<file path="src/rtl/openmips_bus_pkg.sv">
// Shared definitions for the OpenMIPS Wishbone bus bridges.
// Bus-state encoding, default data/address widths and the watchdog default limit.
package openmips_bus_pkg;

    localparam int unsigned RegBus            = 32;
    localparam int unsigned InstAddrBus       = 32;
    localparam int unsigned TimeoutCycDefault = 255;
    localparam int unsigned TimeoutCntW       = 16;

    typedef enum logic [1:0] {
        StIdle      = 2'd0,
        StBusy      = 2'd1,
        StWaitStall = 2'd2
    } bus_state_e;

endpackage

</file>
<file path="src/rtl/wb_master_if.sv">
// Bridges one OpenMIPS core memory port to a Wishbone classic master.
// Optional bus watchdog (TIMEOUT_CYC, bus_err_o) enabled by defining WB_TIMEOUT_EN.
module wb_master_if
    import openmips_bus_pkg::*;
#(
    parameter int unsigned ADDR_W      = InstAddrBus,
    parameter int unsigned DATA_W      = RegBus
`ifdef WB_TIMEOUT_EN
    ,
    parameter int unsigned TIMEOUT_CYC = TimeoutCycDefault
`endif
) (
    input  logic                clk,
    input  logic                rst,
    input  logic [5:0]          stall_i,
    input  logic                flush_i,
    input  logic                cpu_ce_i,
    input  logic                cpu_we_i,
    input  logic [ADDR_W-1:0]   cpu_addr_i,
    input  logic [DATA_W/8-1:0] cpu_sel_i,
    input  logic [DATA_W-1:0]   cpu_data_i,
    output logic [DATA_W-1:0]   cpu_data_o,
    output logic                stallreq_o,
    output logic [ADDR_W-1:0]   wb_adr_o,
    output logic [DATA_W-1:0]   wb_dat_o,
    input  logic [DATA_W-1:0]   wb_dat_i,
    output logic                wb_we_o,
    output logic [DATA_W/8-1:0] wb_sel_o,
    output logic                wb_stb_o,
    output logic                wb_cyc_o,
    input  logic                wb_ack_i
`ifdef WB_TIMEOUT_EN
    ,
    output logic                bus_err_o
`endif
);

    bus_state_e          state_q, state_d;
    logic [ADDR_W-1:0]   adr_q;
    logic [DATA_W-1:0]   dat_q;
    logic                we_q;
    logic [DATA_W/8-1:0] sel_q;
    logic                cyc_q;
    logic                stb_q;
    logic [DATA_W-1:0]   rd_buf_q;

    logic                stallreq;
    logic [DATA_W-1:0]   cpu_data;
    logic                load_req;
    logic                end_cyc;
    logic                load_buf;

`ifdef WB_TIMEOUT_EN
    localparam logic [TimeoutCntW-1:0] TimeoutLast = TimeoutCntW'(TIMEOUT_CYC - 1);

    logic [TimeoutCntW-1:0] cnt_q;
    logic                   timeout;

    // Fires in the TIMEOUT_CYC-th consecutive BUSY cycle without an ack.
    assign timeout = (state_q == StBusy) && !wb_ack_i && !flush_i && (cnt_q == TimeoutLast);

    always_ff @(posedge clk or negedge rst) begin
        if (!rst) begin
            cnt_q <= '0;
        end else if (load_req) begin
            cnt_q <= '0;
        end else if (state_q == StBusy && !wb_ack_i) begin
            cnt_q <= cnt_q + 1'b1;
        end
    end

    assign bus_err_o = timeout;
`endif

    always_comb begin
        state_d  = state_q;
        stallreq = 1'b0;
        cpu_data = '0;
        load_req = 1'b0;
        end_cyc  = 1'b0;
        load_buf = 1'b0;

        unique case (state_q)
            StIdle: begin
                stallreq = cpu_ce_i;
                if (cpu_ce_i) begin
                    load_req = 1'b1;
                    state_d  = StBusy;
                end
            end
            StBusy: begin
                if (wb_ack_i) begin
                    cpu_data = wb_dat_i;
                    end_cyc  = 1'b1;
                    load_buf = 1'b1;
                    state_d  = (|stall_i) ? StWaitStall : StIdle;
`ifdef WB_TIMEOUT_EN
                end else if (timeout) begin
                    end_cyc  = 1'b1;
                    state_d  = StIdle;
`endif
                end else begin
                    stallreq = 1'b1;
                end
            end
            StWaitStall: begin
                cpu_data = rd_buf_q;
                if (stall_i == 6'd0) begin
                    state_d = StIdle;
                end
            end
            default: begin
                state_d = StIdle;
            end
        endcase

        // Flush wins in every state; a coincident ack is dropped.
        if (flush_i) begin
            state_d  = StIdle;
            stallreq = 1'b0;
            cpu_data = '0;
            load_req = 1'b0;
            load_buf = 1'b0;
            end_cyc  = 1'b1;
        end
    end

    always_ff @(posedge clk or negedge rst) begin
        if (!rst) begin
            state_q  <= StIdle;
            adr_q    <= '0;
            dat_q    <= '0;
            we_q     <= 1'b0;
            sel_q    <= '0;
            cyc_q    <= 1'b0;
            stb_q    <= 1'b0;
            rd_buf_q <= '0;
        end else begin
            state_q <= state_d;
            if (load_req) begin
                adr_q <= cpu_addr_i;
                dat_q <= cpu_data_i;
                we_q  <= cpu_we_i;
                sel_q <= cpu_sel_i;
                cyc_q <= 1'b1;
                stb_q <= 1'b1;
            end else if (end_cyc) begin
                we_q  <= 1'b0;
                sel_q <= '0;
                cyc_q <= 1'b0;
                stb_q <= 1'b0;
            end
            if (load_buf) begin
                rd_buf_q <= wb_dat_i;
            end
        end
    end

    // Gate with reset so a request held during reset cannot raise a stall.
    assign stallreq_o = stallreq & rst;
    assign cpu_data_o = cpu_data;
    assign wb_adr_o   = adr_q;
    assign wb_dat_o   = dat_q;
    assign wb_we_o    = we_q;
    assign wb_sel_o   = sel_q;
    assign wb_stb_o   = stb_q;
    assign wb_cyc_o   = cyc_q;

endmodule

</file>
<file path="config.mk">
export PLATFORM = sky130hd
export DESIGN_NAME = wb_master_if
export DESIGN_NICKNAME = d
export VERILOG_FILES = /design/src/rtl/openmips_bus_pkg.sv /design/src/rtl/wb_master_if.sv
export SDC_FILE = /design/constraint.sdc
export NUM_CORES = 1
export LEC_CHECK = 0
export ABC_CLOCK_PERIOD_IN_PS = 2000
export BUFFER_PORTS_ARGS = -buffer_cell sky130_fd_sc_hd__buf_2
export CAP_MARGIN = 30
export CORE_AREA = 2 2 122 94
export CTS_BUF_LIST = sky130_fd_sc_hd__clkbuf_8
export DETAILED_ROUTE_END_ITERATION = 10
export DIE_AREA = 0 0 124 96
export PLACE_DENSITY = 0.77
export SYNTH_ARGS = -nofsm -noshare
export SYNTH_HDL_FRONTEND = slang
export SYNTH_SLANG_ARGS = --single-unit
</file>
<file path="constraint.sdc">
create_clock -name clk -period 2 [get_ports clk]
set_clock_uncertainty 0.1 [all_clocks]
set_input_delay 0.6 -clock clk [delete_from_list [all_inputs] [get_ports clk]]
set_output_delay 0.6 -clock clk [all_outputs]
set_load 0.005 [all_outputs]
</file>
==> out/qor.yml <==
run_status:
  run_status: "finished, violations left"
  violations: "negative setup slack"
setup_path:
  critical_path.endpoint_type: "output port"
  crit_chain: "ha_4, and2_4, buf_12, a22oi_1, nor2_2, buf_2"
  cpPeakStageDelay_ns: 0.46
  slowest_stage: "dfrtp_2"
  required_ns: 1.30
  worstPathArrival_ns: 1.69
  critPathLaunchType: "flop"
  worstPathMaxFanout: 12
  critPathKind: "flop to output port"
global_route:
  antenna_found_initial: 0
  grt_pass1_wl_um: 17730
  grt_overflow: 0
  grt_max_degree: 105
  globalRouteTotalUtil_pct: 18.98
  grt_pass1_vias: 3742
routing:
  ant_nets: 0
  wl_um: 11690
  num_vias: 4005
  firstDrtPassIters: 4
  drcViolationCount: 0
  drtIter0Drc: 168
  wl_per_cell_um: 14.15
  via_per_inst: 4.849
placed_design:
  gp_congestion: 0.8330
  hpwl_um: 8083
  port-buffer-count: 215
  placed_cell_area_mm2: 0.005792
  dp.cells: 801
layout:
  regArea_mm2: 0.002604
  nFillCells: 931
  final_layout_size_suffix_gt1_share_pct: 47.38
  finalNetCount: 796
  multi_input_area_mm2: 0.001919
  post-route-util_pct: 59.06
  diodes: 0
  final_common_cell: "buf_2"
  areaGrowthSynthToFinish_pct: 41.14
  layoutNonFillerInstCount: 826
  layout_common_cells: "214 x buf_2, 196 x nand2_1, 103 x dfrtp_1"
  design_area_mm2: 0.006340
cts:
  clk_latency_ns: 0.35
  h-tree-depth: 3
  clockRootBuffer: "clkbuf_8"
  holdBufCountCts: 0
  cts.sink_count: 104
  cts_buffers: 9
  cts_tree: "yes"
  cts_buffer_depth: 2
  path_clk_slew_ns: 0.10
die:
  die_y_um: 96
  initial_core_util_pct: 41.84
  die_w_um: 124
  num_io_pins: 216
  die_area_mm2: 0.01190
  coreArea_mm2: 0.01074
  row_count: 33
sta:
  slew-limit-headroom_pct: 61.21
  rsz0062_at_grt: "true"
  drv_slew: 0
  hold_ws_ns: 0.1655
  setup-violations-final: 33
  fin_ws_ns: -0.3912
  worst_slew_pin_slew_ns: 0.5819
  max_freq_ghz: 0.4182
  hold_viol_final: 0
  post-route-min-period_ns: 2.391
  finalCritPeriodShare_pct: 119.6
power_and_ir_drop:
  max-vdd-ir-drop_uv: 592.8
  pwr-share-clk_pct: 16.2
  comb_power_share_pct: 39.5
  seq_power_share_pct: 44.3
  p_int_w: 0.005312
  p_switching_w: 0.002912
  p_leak_nw: 3.400
  switching_share_pct: 35.40
  p_per_area_mw_per_mm2: 1297
  finalPower_w: 0.008224
yosys:
  ys_ff_latch: 104
  ys_seq_area_share_pct: 57.94
  yosys_warnings: 0
  syn_avg_cell_area_um2: 9.786
  netlist_area_mm2: 0.004492
  syn_nets: 574
  synthCells: 459
  synth.distinct_cells: 27
job:
  maxCapViolations: 0
worst_hold_path:
  hold_path_class: "primary input to asynchronous set/reset pin"
## routing by layer
| metal | wire length [µm] | global-route usage (%) | share of wire, % | up-vias |
|---|---|---|---|---|
| met1 | 5006 | 24.00 | 43 | 1919 |
| met2 | 5816 | 32.42 | 50 | 135 |
| met4 | 208 | 6.180 | 1.8 | 0 |
| li1 | - | - | - | 1934 |
| met5 | 0 | 0 | 0 | - |
| met3 | 658 | 4.384 | 5.6 | 17 |
## cells by family (layout without fill, tap and decap cells)
family                     Yosys count  after routing  share of synthesized area [%]
AOI/OAI and AO/OA                   41             41                          7.019
adders and majority gates            3              3                         0.8357
buffers and inverters               33            260                          4.178
DFF                                104            104                          57.94
muxes                               32             32                          8.022
and+or+nand+nor                    246            246                          22.01
## cell usage after synthesis (all sizes together)
master  instances  area share (%)
a21oi           1            0.11
nand3b          1            0.45
buf            22             3.3
o311ai          1            0.20
and2            2            0.28
clkbuf          8            0.67
dfrtp         104              58
nand2         196              16
inv             3            0.25
nor2           37             3.1
mux2           32             8.0
nand2b          5            0.86
or2             1            0.14
nand4b          1            0.20
nor4            1            0.14
a22oi          32             5.3
nor4b           1            0.20
a221o           1            0.22
nor3            1            0.22
ha              3            0.84
a22o            5            0.97
o21a            1            0.17
## power groups by stage
stage	Combinational [W]	Clock [W]	Sequential, W
global placement	0.00274	0	0.00357
global route	0.00362	0.00148	0.00376
detailed placement	0.00286	0	0.00360
CTS	0.00305	0.00139	0.00362
finish	0.00324	0.00134	0.00364
floorplan	0.00149	0	0.00361
## registers in the layout (all words and copies together), names as in the netlist
register / cells
rd_buf_q: 32
wb_adr_o: 32
wb_dat_o: 32
wb_sel_o: 4
state_q: 2
wb_stb_o: 1
wb_we_o: 1
## cell type report
type                    count  area share [%]
flip-flops and latches    104           41.07
clock inverters             7           1.243
multi-input cells         322           30.27
well taps                 140           2.763
repair buffers            241           22.52
inverters                   3          0.1776
clock buffers               9           1.954
## metrics by stage
stage / TNS, ns / setup slack [ns]
detailed placement: -3.716 / -0.1677
global route: -15.09 / -0.4844
finish: -11.66 / -0.3912
CTS: -12.56 / -0.4073
floorplan: -0.3052 / -0.009945
global placement: -2.486 / -0.1018
## path summary, 6_finish.rpt
kind,slack (ns),endpoint,startpoint,cells after the start
setup / recovery,-0.39,cpu_data_o[22],state_q[0],6
hold / removal,0.17,rd_buf_q[11],rst,2
setup reg to reg,0.14,state_q[1],state_q[1],9
hold reg to reg,0.38,wb_adr_o[1],wb_adr_o[1],2
max in group asynchronous,1.12,state_q[0],rst,2
min in group clk,0.32,wb_adr_o[10],cpu_addr_i[10],3
## worst max-delay path: cells and delay by family (launching register included)
family / cells / cell delay, ns
simple gates: 2 / 0.22
compound gates: 1 / 0.20
flops: 1 / 0.46
fa+ha+maj: 1 / 0.18
buf+inv: 2 / 0.27
## repair_timing
action	4_1_cts	5_1_grt
pin swaps	3	5
endpoints found under the setup margin	33	33
cloned	1	2
gates resized for setup	25	27
buffers inserted	4	3
Power figures use the tool's default switching activity.
